## config.mk

```make
export PLATFORM = sky130hd
export DESIGN_NAME = word_to_byte_lane
export DESIGN_NICKNAME = d
export VERILOG_FILES = /design/src/rtl/word_to_byte_lane.sv
export SDC_FILE = /design/constraint.sdc
export NUM_CORES = 1
export LEC_CHECK = 0
export ABC_AREA = 0
export CAP_MARGIN = 20
export CORE_ASPECT_RATIO = 0.5
export CORE_MARGIN = 2
export CORE_UTILIZATION = 50
export DETAILED_ROUTE_END_ITERATION = 10
export MAX_ROUTING_LAYER = met4
export PLACE_DENSITY_LB_ADDON = 0.12
export SLEW_MARGIN = 0
export SYNTH_ARGS = -nofsm -noshare
export SYNTH_HDL_FRONTEND = slang
export SYNTH_SLANG_ARGS = --single-unit
```

## constraint.sdc

```tcl
create_clock -name clk_4f -period 2.1 [get_ports clk_4f]
set_input_delay 0.21 -clock clk_4f [delete_from_list [all_inputs] [get_ports clk_4f]]
set_output_delay 0.21 -clock clk_4f [all_outputs]
set_load 0.02 [all_outputs]
```

## src/rtl/word_to_byte_lane.sv

```systemverilog
// rtl/word_to_byte_lane.sv - 32-bit lane word to MSB-first byte stream with 2-entry word FIFO
module word_to_byte_lane #(
    parameter logic [7:0] IDLE_SYM = 8'hBC
) (
    input  logic        clk_4f,
    input  logic        reset_L,
    input  logic [31:0] data_in,
    input  logic        valid_in,
    output logic        in_ready,
    output logic [7:0]  data_out,
    output logic        valid_out,
    output logic        err_overflow
);

    typedef enum logic {
        IDLE = 1'b0,
        SEND = 1'b1
    } state_t;

    state_t      state;
    state_t      state_next;
    logic [1:0]  count;
    logic [1:0]  count_next;
    logic [1:0]  byte_idx;
    logic [1:0]  byte_idx_next;
    logic [31:0] head_word;
    logic [31:0] tail_word;
    logic        push;
    logic        pop;
    logic        drop;
    logic [7:0]  head_byte;
    logic [7:0]  data_out_next;
    logic        valid_out_next;

    // The FIFO accepts only when it has a free slot; a pop in the same cycle does not open one.
    assign in_ready = (count < 2'd2);
    assign push     = valid_in && in_ready;
    assign drop     = valid_in && !in_ready;
    assign pop      = (state == SEND) && (byte_idx == 2'd3);

    // Select the current byte of the head word, most significant first.
    always_comb begin
        head_byte = head_word[31:24];
        case (byte_idx)
            2'd0: head_byte = head_word[31:24];
            2'd1: head_byte = head_word[23:16];
            2'd2: head_byte = head_word[15:8];
            2'd3: head_byte = head_word[7:0];
            default: head_byte = head_word[31:24];
        endcase
    end

    // Occupancy after this edge's push and pop.
    always_comb begin
        count_next = count;
        case ({push, pop})
            2'b10:   count_next = count + 2'd1;
            2'b01:   count_next = count - 2'd1;
            default: count_next = count;
        endcase
    end

    // Next-state, byte index and registered-output values for the control FSM.
    always_comb begin
        state_next     = state;
        byte_idx_next  = byte_idx;
        data_out_next  = IDLE_SYM;
        valid_out_next = 1'b0;
        case (state)
            IDLE: begin
                byte_idx_next = 2'd0;
                if ((count != 2'd0) || push) begin
                    state_next = SEND;
                end
            end
            SEND: begin
                data_out_next  = head_byte;
                valid_out_next = 1'b1;
                byte_idx_next  = byte_idx + 2'd1;
                if (pop && (count_next == 2'd0)) begin
                    state_next    = IDLE;
                    byte_idx_next = 2'd0;
                end
            end
            default: begin
                state_next    = IDLE;
                byte_idx_next = 2'd0;
            end
        endcase
    end

    // FSM state, byte index and registered byte outputs.
    always_ff @(posedge clk_4f or negedge reset_L) begin
        if (!reset_L) begin
            state     <= IDLE;
            byte_idx  <= 2'd0;
            data_out  <= 8'h00;
            valid_out <= 1'b0;
        end else begin
            state     <= state_next;
            byte_idx  <= byte_idx_next;
            data_out  <= data_out_next;
            valid_out <= valid_out_next;
        end
    end

    // Two-entry word FIFO: head is always the word being serialised, tail is the queued one.
    always_ff @(posedge clk_4f or negedge reset_L) begin
        if (!reset_L) begin
            count     <= 2'd0;
            head_word <= 32'h0;
            tail_word <= 32'h0;
        end else begin
            count <= count_next;
            if (pop) begin
                if (push) begin
                    head_word <= data_in;
                end else begin
                    head_word <= tail_word;
                end
            end else if (push) begin
                if (count == 2'd0) begin
                    head_word <= data_in;
                end else begin
                    tail_word <= data_in;
                end
            end
        end
    end

    // Sticky flag for any word offered while the FIFO was full.
    always_ff @(posedge clk_4f or negedge reset_L) begin
        if (!reset_L) begin
            err_overflow <= 1'b0;
        end else if (drop) begin
            err_overflow <= 1'b1;
        end
    end

endmodule

```

# Word-level counts from Yosys, hierarchy flattened
# Cells that the tools add are included.
# totals
reg_bits,79
in_bits,35
output_inout_bits,11
# op_classes
addsub,3
n_lt_le_gt_ge,1
eq_ne,5
n_mux,13
n_bitwise,3
reduce_logical,14
# ops
cell,n
$mux W32,4
$pmux W8 S4,1
$mux W8,1
$pmux W2 S2,2
$eq A2 B2 Y1 const B,3
$logic_not A2 Y1,3
$reduce_bool A2 Y1,3
$add A2 B1 Y2 const B,2
$eq A2 B1 Y1 const B,2
$logic_and A1 B1 Y1,4
$mux W1,3
$not A1 Y1,3
$reduce_and A3 Y1,1
$lt A2 B2 Y1 const B,1
$mux W2,1
$pmux W1 S2,1
$reduce_and A2 Y1,1
$sub A2 B1 Y2 const B,1
$logic_not A1 Y1,1
$logic_or A1 B1 Y1,1

# Depth between registers and ports, before layout
# Gate-level depths: netlist of run 1.
# logic_depth
word_depth,8
mapped_depth,10
depth_no_buf,7

# Least setup slack after synthesis of run 1
# No wires, ideal clock.
# synth_path
kind,reg-to-reg
startpoint,register byte_idx[0]
endpoint,register byte_idx[0]
setup_ns,0.077
t_arrival_ns,1.863
path_slack_ns,0.159
path_stages_with_launch,9
n_path_buf,1
period_less_slack_ns,1.941
cell_sequence,dfrtp_1 ha_1 nand2_2 clkinv_1 clkbuf_1 ha_1 xor2_1 a31o_2 a21oi_1
# synth_between
elab_chain_cells,8
elab_cells_between_ends,10
cone_classes,1 x add/sub; 3 x eq/ne; 3 x mux; 3 x reduce/logical
# synth_lines
item,line,source
from (decl),24,logic [1:0] byte_idx;
from (signal assigned),101,byte_idx <= byte_idx_next;
$eq A2 B2 Y1,39,assign pop = (state == SEND) && (byte_idx == 2'd3);
$logic_and A1 B1 Y1,39,
$eq A2 B1 Y1 or $eq A2 B2 Y1 (tied branches),56,"case ({push, pop})"
$pmux W2 S2,56,
$logic_not A2 Y1,80,if (pop && (count_next == 2'd0)) begin
$logic_and A1 B1 Y1,80,
$mux W2 *,80,
$pmux W2 S2 *,69,case (state)
named net byte_idx_next[0],25,logic [1:0] byte_idx_next;
# Mark *: on every way through the listed nets, which the timed path passes. The rest lies on a longest branch.
# A chain may end at the register's enable or synchronous reset.

# Final worst setup path of run 1
# layout_path
startpoint,register byte_idx[0]
endpoint,register data_out[1]
# layout_between
elab_chain_cells,3
elab_cells_between_ends,6
cone_classes,3 x eq/ne; 2 x mux; 1 x reduce/logical
# layout_lines
item,line,source
"$eq A2 B2 Y1, or another cell as far along",44,case (byte_idx)
$pmux W8 S4 *,44,
$mux W8 *,69,
named net data_out_next[1],32,logic [7:0] data_out_next;
to (signal assigned),102,data_out <= data_out_next;
to (decl),10,"output logic [7:0] data_out,"
# Marked as above.

==> key figures, run 1 <==
Run status
  – Result of the run: finished, final reports clean

Worst setup path
  – Crit. End Element: flip-flop
  – Cell depth of the worst flop-to-flop path: 5
  – Cell chain of the critical path: ha_1 > buf_4 > a222oi_1 > o21ai_0 > and2_1
  – Crit path DAT: 2.04 ns
  – Cell with the largest stage delay on the worst path: sky130_fd_sc_hd__a222oi_1
  – Biggest fanout along the worst timing path: 11
  – Worst setup path class: reg -> reg
  – Worst stage delay on the critical path: 0.50 ns
  – Category of the worst setup path launch point: flip-flop
  – Required time of the worst setup path: 2.33 ns

Routing
  – Remaining antenna violation count after routing: 0
  – Number of optimization iterations in the first detailed-route pass: 5
  – Total number of vias: 2,915
  – Iteration-0 DRC Markers: 425
  – Average via count per standard cell: 6.09
  – Total DRC errors in the routed layout: 0
  – Routed WL per cell: 18.8 µm
  – Routed wire length: 9010 µm

Synth
  – Biggest area consumer among synthesized cells: sky130_fd_sc_hd__dfrtp_1
  – Post-Synthesis Cells: 335
  – Count of distinct cell types in the synthesized netlist: 28
  – Synth warnings: 0
  – Synthesized cell area: 0.00374 mm²
  – Fraction of the yosys area taken by sequential cells: 52.9%
  – Main synth FF type: sky130_fd_sc_hd__dfrtp_1
  – Net count after synthesis: 376
  – Synth area leaders: sky130_fd_sc_hd__dfrtp_1 53%, sky130_fd_sc_hd__mux2_4 12%, sky130_fd_sc_hd__a31oi_1 5.4%
  – Synthesized flop and latch total: 79
  – Number of enable-type register cells in the synthesized netlist: 0
  – Asr flop ratio synth: 100%
  – Area share of the leading cell type in the synthesized netlist: 52.9%
  – Synthesized area per cell: 11.2 µm²

STA
  – Worst Clk Skew: 0.00617 ns
  – Crit share post-route: 86.3%
  – Unrepaired setup endpoints after global routing: false
  – Tightest hold margin: 0.392 ns
  – Setup TNS after final layout: 0 ns
  – Slew at the pin with the worst max-slew slack: 0.523 ns
  – Maximum operating frequency: 552 MHz
  – Worst slew slack as a fraction of its limit: 65.2%
  – Post-layout minimum cycle time: 1.81 ns
  – Final number of max-transition violations: 0
  – Final setup violation count: 0
  – Hold violation total from the final report: 0

Job
  – Max-cap violation count: 0

Cells and area
  – Antenna diode count: 0
  – Fraction of final layout cells sized beyond drive strength 1: 19.1%
  – Synth-to-layout area growth: 24.8%
  – Number of nets at the end of the flow: 419
  – Count of fill cells added during filler insertion: 583
  – Non-filler instance count after layout: 479

Clock tree
  – Later-pin clock latency in the skew report: 0.34 ns
  – Post-CTS sizing: 0
  – Number of clock sinks seen by CTS: 79
  – TritonCTS Buffers: 9
  – Clock root buffer: sky130_fd_sc_hd__clkbuf_16
  – Number of H-tree levels: 3
  – Clock slew at reported path FFs: 0.06 ns
  – Maximum clock insertion buffer count: 2
  – TritonCTS clock tree: yes

Floorplan
  – Initial core utilization: 51.2%
  – Std-Cell Rows: 22
  – Placeable core region: 0.00729 mm²
  – IO Count: 46
  – Die extent in x: 126 µm
  – Total die area: 0.00822 mm²
  – Chip Height: 65.1 µm

Pwr
  – PwrDens: 1750 mW/mm²
  – Leak pwr: 0.00192 µW
  – Share of power burned in registers: 34.1%
  – Clk network pwr share: 20.5%
  – Internal power consumption: 5140 µW
  – Worst IR drop on VDD: 684 µV
  – Net switching power figure: 3050 µW
  – Combinational share of power: 45.3%
  – Net switching fraction of the power: 37.2%

Placement
  – Global placement routability congestion: 0.831
  – Half-perimeter wire length of the detailed placement result: 6050 µm
  – Placed Instances: 462
  – Number of buffer cells added on primary ports: 45

GRT
  – Overall overflow remaining after global route: 0
  – Initial antenna violation count: 0
  – Vias in the first global route: 2,904
  – First-pass GRT wire length: 15,100 µm
  – Global-route usage over all layers: 25.0%
  – Pin count of the biggest net entering global routing: 41

Hold path
  – Class of the worst hold path: in -> async
==> Yosys cell counts (2+ instances only) <==
library cell and instances:
sky130_fd_sc_hd__dfrtp_1 79, sky130_fd_sc_hd__o21ai_0 40, sky130_fd_sc_hd__a21oi_1 35, sky130_fd_sc_hd__a31oi_1 32
sky130_fd_sc_hd__nand3_1 32, sky130_fd_sc_hd__mux2_4 30, sky130_fd_sc_hd__clkbuf_1 21, sky130_fd_sc_hd__nor2b_1 10
sky130_fd_sc_hd__a222oi_1 8, sky130_fd_sc_hd__buf_2 8, sky130_fd_sc_hd__ha_1 6, sky130_fd_sc_hd__nand2_1 6
sky130_fd_sc_hd__inv_1 5, sky130_fd_sc_hd__and2_1 4, sky130_fd_sc_hd__buf_6 3, sky130_fd_sc_hd__xor2_1 3
sky130_fd_sc_hd__mux2_2 2
==> registers in the layout, summed over array words and instances, names as in the netlist <==
register / flops
valid_out: 1
byte_idx: 2
err_overflow: 1
tail_word: 32
head_word: 32
count: 2
data_out: 8
state: 1
==> cell families (layout without fill, tap and decap cells) <==
group	Yosys count	in the layout	share of synthesized area [%]
AOI/OAI and AO/OA	118	118	18.4
xor gates and xnor gates	4	4	0.938
adders and majority gates	6	6	2.01
buffers and inverters	39	87	4.89
DFF	79	79	52.9
muxes	32	32	12.7
and+or+nand+nor	57	57	8.24
==> layout by cell type, fill, tap and decap left out <==
| master | instances |
|---|---|
| sky130_fd_sc_hd__o21ai_0 | 40 |
| sky130_fd_sc_hd__a31o_2 | 1 |
| sky130_fd_sc_hd__nor4_1 | 1 |
| sky130_fd_sc_hd__mux2_2 | 2 |
| sky130_fd_sc_hd__bufinv_16 | 1 |
| sky130_fd_sc_hd__clkdlybuf4s50_1 | 44 |
| sky130_fd_sc_hd__a31oi_1 | 32 |
| sky130_fd_sc_hd__clkinv_1 | 1 |
| sky130_fd_sc_hd__ha_1 | 6 |
| sky130_fd_sc_hd__nor2b_4 | 1 |
| sky130_fd_sc_hd__nor2b_1 | 10 |
| sky130_fd_sc_hd__clkbuf_16 | 9 |
| sky130_fd_sc_hd__nand3_1 | 32 |
| sky130_fd_sc_hd__and3_2 | 1 |
| sky130_fd_sc_hd__nand2_1 | 6 |
| sky130_fd_sc_hd__a21oi_1 | 35 |
| sky130_fd_sc_hd__xor2_1 | 3 |
| sky130_fd_sc_hd__and2_1 | 4 |
| sky130_fd_sc_hd__mux2_4 | 30 |
| sky130_fd_sc_hd__buf_4 | 17 |
| sky130_fd_sc_hd__clkinv_2 | 1 |
| sky130_fd_sc_hd__a222oi_1 | 8 |
| sky130_fd_sc_hd__nand2_2 | 1 |
| sky130_fd_sc_hd__nor3_1 | 1 |
| sky130_fd_sc_hd__dlygate4sd3_1 | 1 |
| sky130_fd_sc_hd__buf_12 | 3 |
| sky130_fd_sc_hd__dfrtp_1 | 79 |
| sky130_fd_sc_hd__a21o_1 | 1 |
| sky130_fd_sc_hd__inv_1 | 5 |
| sky130_fd_sc_hd__clkbuf_8 | 5 |
| sky130_fd_sc_hd__o2bb2ai_2 | 1 |
| sky130_fd_sc_hd__xnor2_1 | 1 |
==> per-layer routing <==
layer  share of wire [%]  GRT usage, %  vias up
li1                    -             -     1313
met1                  48          34.9     1460
met2                  43          35.2      129
met3                 7.6          7.90       13
met4                 1.1          7.69        0
met5                   0             -        -
==> worst max-delay path, delay by kind of cell, from the launching register on <==
kind	cells	cell delay, ns
compound gates	2	0.69
simple gates	1	0.19
fa+ha+maj	1	0.23
buf+inv	1	0.19
flops	1	0.41
==> worst paths after layout <==
path / start / end / slack (ns)
max reg2reg: byte_idx[0] / data_out[1] / 0.29
max: byte_idx[0] / data_out[1] / 0.29
min in group clk_4f: err_overflow / err_overflow / 0.48
min: reset_L / data_out[0] / 0.39
min reg2reg: err_overflow / err_overflow / 0.48
max in group asynchronous: reset_L / head_word[4] / 1.11
==> cell type report <==
type                    instances  area [µm²]  share of cell area (%)
clock buffers                  14         294                    6.30
clock inverters                 2        35.0                   0.751
inverters                       6        22.5                   0.483
multi-input cells             217        1580                    33.8
flip-flops and latches         79        1980                    42.4
well taps                      96         120                    2.57
repair buffers                 65         638                    13.7
==> power groups by stage <==
stage                     Clock, µW  Sequential (µW)  Combinational [µW]
final                          1680             2790                3710
after global routing           1780             2870                4070
after CTS                      1710             2780                3700
after detailed placement          0             2790                3660
after global placement            0             2790                3530
after floorplan                   0             2730                2540
==> timing repair <==
action | CTS | global route
setup buffers | 0 | 0
endpoints found under the hold margin | 39 | 0
hold buffers | 1 | 0
==> metrics by stage <==
stage                     instance area (µm²)  worst slack [ns]  power [µW]  util [%]
after global routing                     4670             0.209        8710      64.0
after floorplan                          3740             0.159        5270         -
after CTS                                4670             0.310        8190      64.0
after detailed placement                 4330             0.165        6450      59.3
after global placement                   4330             0.244        6320      59.3
final                                    4670             0.288        8180      64.0
Note: power is estimated with default switching activity, not from simulation.
==> run 2, diff against run 1 <==
--- a/config.mk
+++ b/config.mk
@@ -13,7 +13,6 @@
 export DETAILED_ROUTE_END_ITERATION = 10
 export MAX_ROUTING_LAYER = met4
 export PLACE_DENSITY_LB_ADDON = 0.12
-export SLEW_MARGIN = 0
 export SYNTH_ARGS = -nofsm -noshare
 export SYNTH_HDL_FRONTEND = slang
 export SYNTH_SLANG_ARGS = --single-unit
==> results of run 2 <==
Same layout as run 1: the final DEF is identical, and so are final timing and power.
